$ cat src/rtl/muldiv_pkg.sv
// Shared definitions for the sequential multiply/divide unit: FSM states,
// op encodings, the iteration count and a magnitude helper.
package muldiv_pkg;

   localparam int ITERATIONS = 32;
   localparam int CNT_W      = $clog2(ITERATIONS);
   localparam logic [CNT_W-1:0] LAST_COUNT = CNT_W'(ITERATIONS - 1);

   localparam logic [1:0] OP_MULT  = 2'b00;
   localparam logic [1:0] OP_DIV   = 2'b01;
   localparam logic [1:0] OP_MULTU = 2'b10;
   localparam logic [1:0] OP_DIVU  = 2'b11;

   typedef enum logic [2:0] {
      IDLE,
      PREP,
      RUN,
      FIX,
      DONE
   } state_t;

   // Two's-complement absolute value, only applied when the operation is signed.
   function automatic logic [31:0] magnitude(input logic [31:0] value, input logic isSigned);
      return (isSigned && value[31]) ? (~value + 32'd1) : value;
   endfunction

endpackage

$ cat src/rtl/muldiv_seq_if.sv
// Request/result bundle between the control unit (master) and muldiv_seq (slave).
interface muldiv_seq_if;

   logic        start;
   logic [1:0]  op;
   logic        flush;
   logic [31:0] a;
   logic [31:0] b;
   logic        busy;
   logic        done;
   logic        div_zero;
   logic        hilo_wr;
   logic [31:0] hi;
   logic [31:0] lo;

   modport master (
      output start, op, flush, a, b,
      input  busy, done, div_zero, hilo_wr, hi, lo
   );

   modport slave (
      input  start, op, flush, a, b,
      output busy, done, div_zero, hilo_wr, hi, lo
   );

endinterface

$ cat src/rtl/muldiv_step.sv
// One iteration of the unsigned datapath: left shift, then either a
// conditional add (multiply) or a restoring trial subtract (divide).
module muldiv_step (
   input  logic        i_isDiv,
   input  logic [63:0] i_acc,
   input  logic [31:0] i_q,
   input  logic [31:0] i_d,
   output logic [63:0] o_acc,
   output logic [31:0] o_q
);

   logic [63:0] w_shiftAcc;
   logic [32:0] w_shiftRem;
   logic [32:0] w_diff;
   logic        w_fits;

   // Divide keeps the remainder in acc[31:0] and shifts dividend bits in from q.
   always_comb begin
      w_shiftAcc = {i_acc[62:0], 1'b0};
      w_shiftRem = {i_acc[31:0], i_q[31]};
      w_fits     = (w_shiftRem >= {1'b0, i_d});
      w_diff     = w_shiftRem - {1'b0, i_d};
      o_acc      = w_shiftAcc;
      o_q        = {i_q[30:0], 1'b0};
      if (i_isDiv) begin
         if (w_fits) begin
            o_acc = {31'd0, w_diff};
            o_q   = {i_q[30:0], 1'b1};
         end else begin
            o_acc = {31'd0, w_shiftRem};
         end
      end else if (i_q[31]) begin
         o_acc = w_shiftAcc + {32'd0, i_d};
      end
   end

endmodule

$ cat src/rtl/muldiv_seq.sv
// Sequential 32x32 multiply / 32/32 divide, one bit per cycle, 35-cycle latency.
// Define MULDIV_SIGNED_EN to make MULT/DIV signed; otherwise every op is unsigned.
module muldiv_seq
   import muldiv_pkg::*;
(
   input  logic        clock,
   input  logic        reset,
   muldiv_seq_if.slave bus
);

   state_t            r_state;
   state_t            w_nextState;
   logic [CNT_W-1:0]  r_count;
   logic              r_isDiv;
   logic              r_isSigned;
   logic              r_negRes;
   logic              r_negRem;
   logic              r_divZero;
   logic [63:0]       r_acc;
   logic [31:0]       r_q;
   logic [31:0]       r_d;
   logic [31:0]       r_hi;
   logic [31:0]       r_lo;
   logic [63:0]       w_stepAcc;
   logic [31:0]       w_stepQ;
   logic              w_reqSigned;
   logic              w_reqDivZero;

   always_comb begin
`ifdef MULDIV_SIGNED_EN
      w_reqSigned = ~bus.op[1];
`else
      w_reqSigned = 1'b0;
`endif
      w_reqDivZero = bus.op[0] && (bus.b == 32'd0);
   end

   muldiv_step u_step (
      .i_isDiv (r_isDiv),
      .i_acc   (r_acc),
      .i_q     (r_q),
      .i_d     (r_d),
      .o_acc   (w_stepAcc),
      .o_q     (w_stepQ)
   );

   always_ff @(posedge clock or negedge reset) begin
      if (!reset) begin
         r_state <= IDLE;
      end else begin
         r_state <= w_nextState;
      end
   end

   // Flush wins over everything; start only matters in IDLE.
   always_comb begin
      w_nextState = r_state;
      if (bus.flush) begin
         w_nextState = IDLE;
      end else begin
         case (r_state)
            IDLE:    if (bus.start) w_nextState = w_reqDivZero ? DONE : PREP;
            PREP:    w_nextState = RUN;
            RUN:     if (r_count == '0) w_nextState = FIX;
            FIX:     w_nextState = DONE;
            DONE:    w_nextState = IDLE;
            default: w_nextState = IDLE;
         endcase
      end
   end

   // For multiply q holds the multiplier and d the multiplicand; for divide
   // q holds the dividend (becoming the quotient) and d the divisor.
   always_ff @(posedge clock or negedge reset) begin
      if (!reset) begin
         r_count    <= '0;
         r_isDiv    <= 1'b0;
         r_isSigned <= 1'b0;
         r_negRes   <= 1'b0;
         r_negRem   <= 1'b0;
         r_divZero  <= 1'b0;
         r_acc      <= '0;
         r_q        <= '0;
         r_d        <= '0;
         r_hi       <= '0;
         r_lo       <= '0;
      end else if (!bus.flush) begin
         case (r_state)
            IDLE: begin
               if (bus.start) begin
                  r_isDiv    <= bus.op[0];
                  r_isSigned <= w_reqSigned;
                  r_divZero  <= w_reqDivZero;
                  r_q        <= bus.op[0] ? bus.a : bus.b;
                  r_d        <= bus.op[0] ? bus.b : bus.a;
               end
            end
            PREP: begin
               r_negRes <= r_isSigned & (r_q[31] ^ r_d[31]);
               r_negRem <= r_isSigned & r_isDiv & r_q[31];
               r_q      <= magnitude(r_q, r_isSigned);
               r_d      <= magnitude(r_d, r_isSigned);
               r_acc    <= '0;
               r_count  <= LAST_COUNT;
            end
            RUN: begin
               r_acc <= w_stepAcc;
               r_q   <= w_stepQ;
               if (r_count != '0) r_count <= r_count - CNT_W'(1);
            end
            FIX: begin
               if (r_isDiv) begin
                  r_lo <= r_negRes ? -r_q : r_q;
                  r_hi <= r_negRem ? -r_acc[31:0] : r_acc[31:0];
               end else begin
                  {r_hi, r_lo} <= r_negRes ? -r_acc : r_acc;
               end
            end
            default: ;
         endcase
      end
   end

   always_comb begin
      bus.busy     = 1'b0;
      bus.done     = 1'b0;
      bus.hilo_wr  = 1'b0;
      bus.div_zero = 1'b0;
      case (r_state)
         PREP, RUN, FIX: bus.busy = 1'b1;
         DONE: begin
            bus.done     = 1'b1;
            bus.hilo_wr  = ~r_divZero;
            bus.div_zero = r_divZero;
         end
         default: ;
      endcase
   end

   assign bus.hi = r_hi;
   assign bus.lo = r_lo;

endmodule
$ cat src/flat_wrapper.sv
// flat-port wrapper written by rule: the top's interface ports become plain ports
module muldiv_seq_flat import muldiv_pkg::*;
  (clock, reset, bus_start, bus_op, bus_flush, bus_a, bus_b, bus_busy, bus_done, bus_div_zero, bus_hilo_wr, bus_hi, bus_lo);
  muldiv_seq_if bus_i ();
  input  logic clock;
  input  logic reset;
  input wire logic [$bits(bus_i.start)-1:0] bus_start;
  input wire logic [$bits(bus_i.op)-1:0] bus_op;
  input wire logic [$bits(bus_i.flush)-1:0] bus_flush;
  input wire logic [$bits(bus_i.a)-1:0] bus_a;
  input wire logic [$bits(bus_i.b)-1:0] bus_b;
  output wire logic [$bits(bus_i.busy)-1:0] bus_busy;
  output wire logic [$bits(bus_i.done)-1:0] bus_done;
  output wire logic [$bits(bus_i.div_zero)-1:0] bus_div_zero;
  output wire logic [$bits(bus_i.hilo_wr)-1:0] bus_hilo_wr;
  output wire logic [$bits(bus_i.hi)-1:0] bus_hi;
  output wire logic [$bits(bus_i.lo)-1:0] bus_lo;
  assign bus_i.start = bus_start;
  assign bus_i.op = bus_op;
  assign bus_i.flush = bus_flush;
  assign bus_i.a = bus_a;
  assign bus_i.b = bus_b;
  assign bus_busy = bus_i.busy;
  assign bus_done = bus_i.done;
  assign bus_div_zero = bus_i.div_zero;
  assign bus_hilo_wr = bus_i.hilo_wr;
  assign bus_hi = bus_i.hi;
  assign bus_lo = bus_i.lo;
  muldiv_seq u_core (.clock(clock), .reset(reset), .bus(bus_i));
endmodule
$ cat config.mk
export PLATFORM = sky130hd
export DESIGN_NAME = muldiv_seq_flat
export DESIGN_NICKNAME = d
export VERILOG_FILES = /design/src/rtl/muldiv_pkg.sv /design/src/rtl/muldiv_seq_if.sv /design/src/rtl/muldiv_step.sv /design/src/rtl/muldiv_seq.sv /design/src/flat_wrapper.sv
export SDC_FILE = /design/constraint.sdc
export NUM_CORES = 1
export LEC_CHECK = 0
export BUFFER_PORTS_ARGS = -buffer_cell sky130_fd_sc_hd__buf_2
export CORE_AREA = 4 4 174 159
export DETAILED_ROUTE_END_ITERATION = 6
export DIE_AREA = 0 0 178 163
export GPL_TIMING_DRIVEN = 0
export HOLD_SLACK_MARGIN = 0.1
export PLACE_DENSITY = 0.83
export SLEW_MARGIN = 25
export SYNTH_ARGS = -nofsm -noshare
export SYNTH_HDL_FRONTEND = slang
export SYNTH_SLANG_ARGS = --single-unit
$ cat constraint.sdc
create_clock -name clock -period 3 [get_ports clock]
set_input_delay 0 -clock clock [delete_from_list [all_inputs] [get_ports clock]]
set_output_delay 0 -clock clock [all_outputs]
set_load 0.005 [all_outputs]
==> qor.tcl <==
set qor(run_status) {finished with violations}
set qor(failed_checks) {design-rule violations, negative setup slack}
set qor(area_delta_synth_final_pct) 39.4
set qor(worstPathMaxFanout) 10
set qor(synth-main-ff-cell) {dfrtp_1}
set qor(most_frequent_cell_on_critical_path) {a21oi_4}
set qor(placement.cell_area_um2) 15300
set qor(timing.critical_path.slowest_cell_delay_ns) 0.48
set qor(synthTopCellsByCount) {a21oi_1, dfrtp_1, nor2_1}
set qor(die_width_um) 178
set qor(grt_max_degree) 94
set qor(synth.net_count) 1833
set qor(critical_path_required_ns) 3.37
set qor(power_density_over_cell_area_nw_per_um2) 1140
set qor(cts_tree) {done}
set qor(timing.max_cap.violations) 0
set qor(wl_per_cell_um) 25.9
set qor(hpwl_um) 40100
set qor(timing_hold_violations_final) 0
set qor(floorplan.core_area_um2) 25900
set qor(floorplan.initialDensity) 0.545
set qor(setup.reg_to_reg.worst_slack_ns) -0.35
set qor(antenna_found_initial) 4
set qor(clock.fmax_mhz) 299
set qor(setup_repair_after_global_routing_missed_its_margin) {true}
set qor(synth_edf_count) 0
set qor(fp-row-count) 56
set qor(period_needed_ns) 3.35
set qor(critical_path.top_delay_family) {compound AO/OA/AOI/OAI gates}
set qor(timing_worst_slew_pin_value_ns) 0.929
set qor(power.sequential.fraction) 0.214
set qor(final_net_count) 2229
set qor(timing.setup.tns_ns) -8.22
set qor(pin_count) 138
set qor(crit_slowest_cell) {dfrtp_2}
set qor(cts.path.max_buffers) 3
set qor(setup.worst_path.end_class) {flop}
set qor(p_int_w) 0.0115
set qor(post-synth-top-area-cell) {dfrtp_1}
set qor(synthesis.area_per_instance_um2) 8.32
set qor(switching_share_of_power) 0.484
set qor(maxSlewHeadroom) 0.381
set qor(critPathArrivalTime_ns) 3.72
set qor(p_leak_nw) 8.67
set qor(cts.reportedPaths.clkPinSlew_ns) 0.06
set qor(first_iter_violations) 2354
set qor(design_area_um2) 19700
set qor(synthCells) 1695
set qor(floorplan.die.height_um) 163
set qor(setup.worst_path.class) {reg -> reg}
set qor(drv_slew) 0
set qor(setup_viol) 59
set qor(synthesis.area_um2) 14100
set qor(route.final.wire_length_um) 63700
set qor(synthDistinctLibCells) 76
set qor(detailroute.via_count) 16400
set qor(clock_sinks) 202
set qor(timing.hold.worst.class) {in -> async}
set qor(die_area_um2) 29000
set qor(critPathLaunchType) {flop}
set qor(synthArstFlopShare) 1.00
set qor(synthTopCellsByArea) {dfrtp_1, mux2i_1, a21oi_1}
set qor(cts_root_buf) {clkbuf_16}
set qor(finalWorstSetupSlack_ns) -0.348
set qor(flip_flop_and_latch_count_after_synthesis) 202
set qor(htreeDepth) 1
set qor(gp_routability_congestion) 1.03
set qor(routed_via_density) 6.67
set qor(worst_ir_drop_vdd_uv) 681
set qor(synth.yosys.seq_area_share) 0.359
set qor(first_global_vias) 15900
set qor(cts_inserted_buffers) 22
set qor(layout-drive-gt1-share) 0.277
set qor(grt_overflow_total) 0
set qor(gr-usage-all-layers) 0.415
set qor(layout_worst_path_cycle_share) 1.12
set qor(clock_share_of_power) 0.130
set qor(yosysWarnings) 0
set qor(synthDominantCellAreaShare) 0.359
set qor(grt_pass1_wl_um) 92300
set qor(clock_tree_skew_after_final_layout_ns) 0.0116
set qor(worst_skew_pair.late_latency_ns) 0.52
set qor(buffer_ports.inserted) 136
set qor(drt.antenna.violating_nets) 0
set qor(combPwrFrac) 0.656
set qor(path_cells) {ha_1 > clkbuf_4 > nor4_1 > nand2_1 > o21bai_4 > a21oi_4 > a21oi_4 > o31ai_4 > buf_6 > buf_8 > nand4_1 > xor2_1 > o21ai_1}
set qor(drt_pre_antenna_iters) 7
set qor(remaining_drc_errors) 2
set qor(critical_path.n_buffers_inverters) 3
set qor(net-switching-power_w) 0.0108
==> flip-flops by register name, summed over array words and instances (netlist names) <==
name and count:
u_core.bus.hi 32, u_core.bus.lo 32, u_core.r_acc 64, u_core.r_count 5, u_core.r_d 32, u_core.r_divZero 1
u_core.r_isDiv 1, u_core.r_q 32, u_core.r_state 3
==> stage by stage <==
step | setup slack (ns) | cells | hold slack, ns | power [W] | util
after CTS | -0.114 | 2417 | 0.143 | 0.0194 | 0.720
final | -0.348 | 2456 | 0.101 | 0.0223 | 0.760
after global routing | -0.376 | 2453 | 0.165 | 0.0231 | 0.760
after floorplan | 0.00420 | 1695 | -0.296 | 0.0106 | -
after detailed placement | -1.08 | 2181 | -0.163 | 0.0139 | 0.591
after global placement | -1.43 | 2179 | 0.297 | 0.0138 | 0.589
==> power by group through the flow <==
stage / clock network [W] / logic [W] / registers (W)
CTS: 0.00286 / 0.0120 / 0.00463
detailed placement: 0 / 0.00890 / 0.00504
floorplan: 0 / 0.00623 / 0.00441
finish: 0.00290 / 0.0146 / 0.00479
global placement: 0 / 0.00880 / 0.00500
global route: 0.00297 / 0.0153 / 0.00479
==> cells by family (layout without fill, tap and decap cells) <==
| logic type | Yosys count | count (layout) | share of synthesized area |
|---|---|---|---|
| other cells | 0 | 3 | 0 |
| flops | 202 | 202 | 0.359 |
| xor+xnor | 87 | 87 | 0.0540 |
| fa+ha+maj | 68 | 68 | 0.0614 |
| buf+inv | 183 | 592 | 0.0515 |
| mux | 139 | 139 | 0.0991 |
| compound gates | 501 | 502 | 0.211 |
| simple gates | 515 | 515 | 0.164 |
==> final timing paths <==
path                       cells after the start             start               end
setup / recovery                              13  u_core.r_acc[13]  u_core.r_acc[57]
max in group asynchronous                      3             reset   u_core.r_acc[7]
min in group clock                             5         bus_b[31]    u_core.r_q[31]
setup reg to reg                              13  u_core.r_acc[13]  u_core.r_acc[57]
hold / removal                                 3             reset  u_core.bus.hi[6]
hold reg to reg                                2    u_core.r_q[16]    u_core.r_q[16]
==> layer usage <==
layer | GRT usage | share of wire | vias to the layer above
li1 | - | - | 6788
met4 | 0.241 | 0.073 | 4
met1 | 0.509 | 0.35 | 7827
met2 | 0.650 | 0.45 | 1385
met5 | 0.00521 | 0.00036 | -
met3 | 0.124 | 0.13 | 385
==> timing repair <==
item	4_1_cts	5_1_grt
cloned	4	2
endpoints found under the hold margin	174	0
gates resized for setup	200	175
hold buffers	100	0
pin swaps	63	67
endpoints found under the setup margin	65	66
setup buffers	101	44
==> tightest hold or removal path, stage by stage <==
cell	delay (ns)
dlygate4sd3_1	0.56
buf_8	0.12
buf_16	0.36
==> final cells by class <==
| cell class | count | area [µm²] |
|---|---|---|
| Tap cell | 348 | 435 |
| Timing Repair Buffer | 381 | 2980 |
| Antenna cell | 3 | 7.51 |
| Buffer | 96 | 480 |
| Sequential cell | 202 | 5100 |
| Clock inverter | 9 | 100 |
| Fill cell | 1724 | 6190 |
| Inverter | 77 | 299 |
| Clock buffer | 29 | 648 |
| Multi-Input combinational cell | 1311 | 9620 |
==> placed cells by master, fill, tap and decap left out, types with 11 or more instances in the layout <==
cell type	n
nand4_1	17
nor2_1	179
o21ai_0	106
nor4_1	11
xnor2_1	50
inv_1	60
a21oi_2	25
dfrtp_1	169
ha_1	41
xor2_1	27
dfrtp_2	33
a21oi_1	174
nor3_1	17
nand2b_1	11
mux2i_1	133
buf_6	19
nand2_1	146
buf_4	127
dlygate4sd3_1	100
nand3_1	27
clkbuf_1	68
o21ai_1	35
clkbuf_16	24
buf_2	138
o211ai_1	18
ha_4	19
inv_2	12
a211oi_1	14
(Power assumes the default switching activity.)
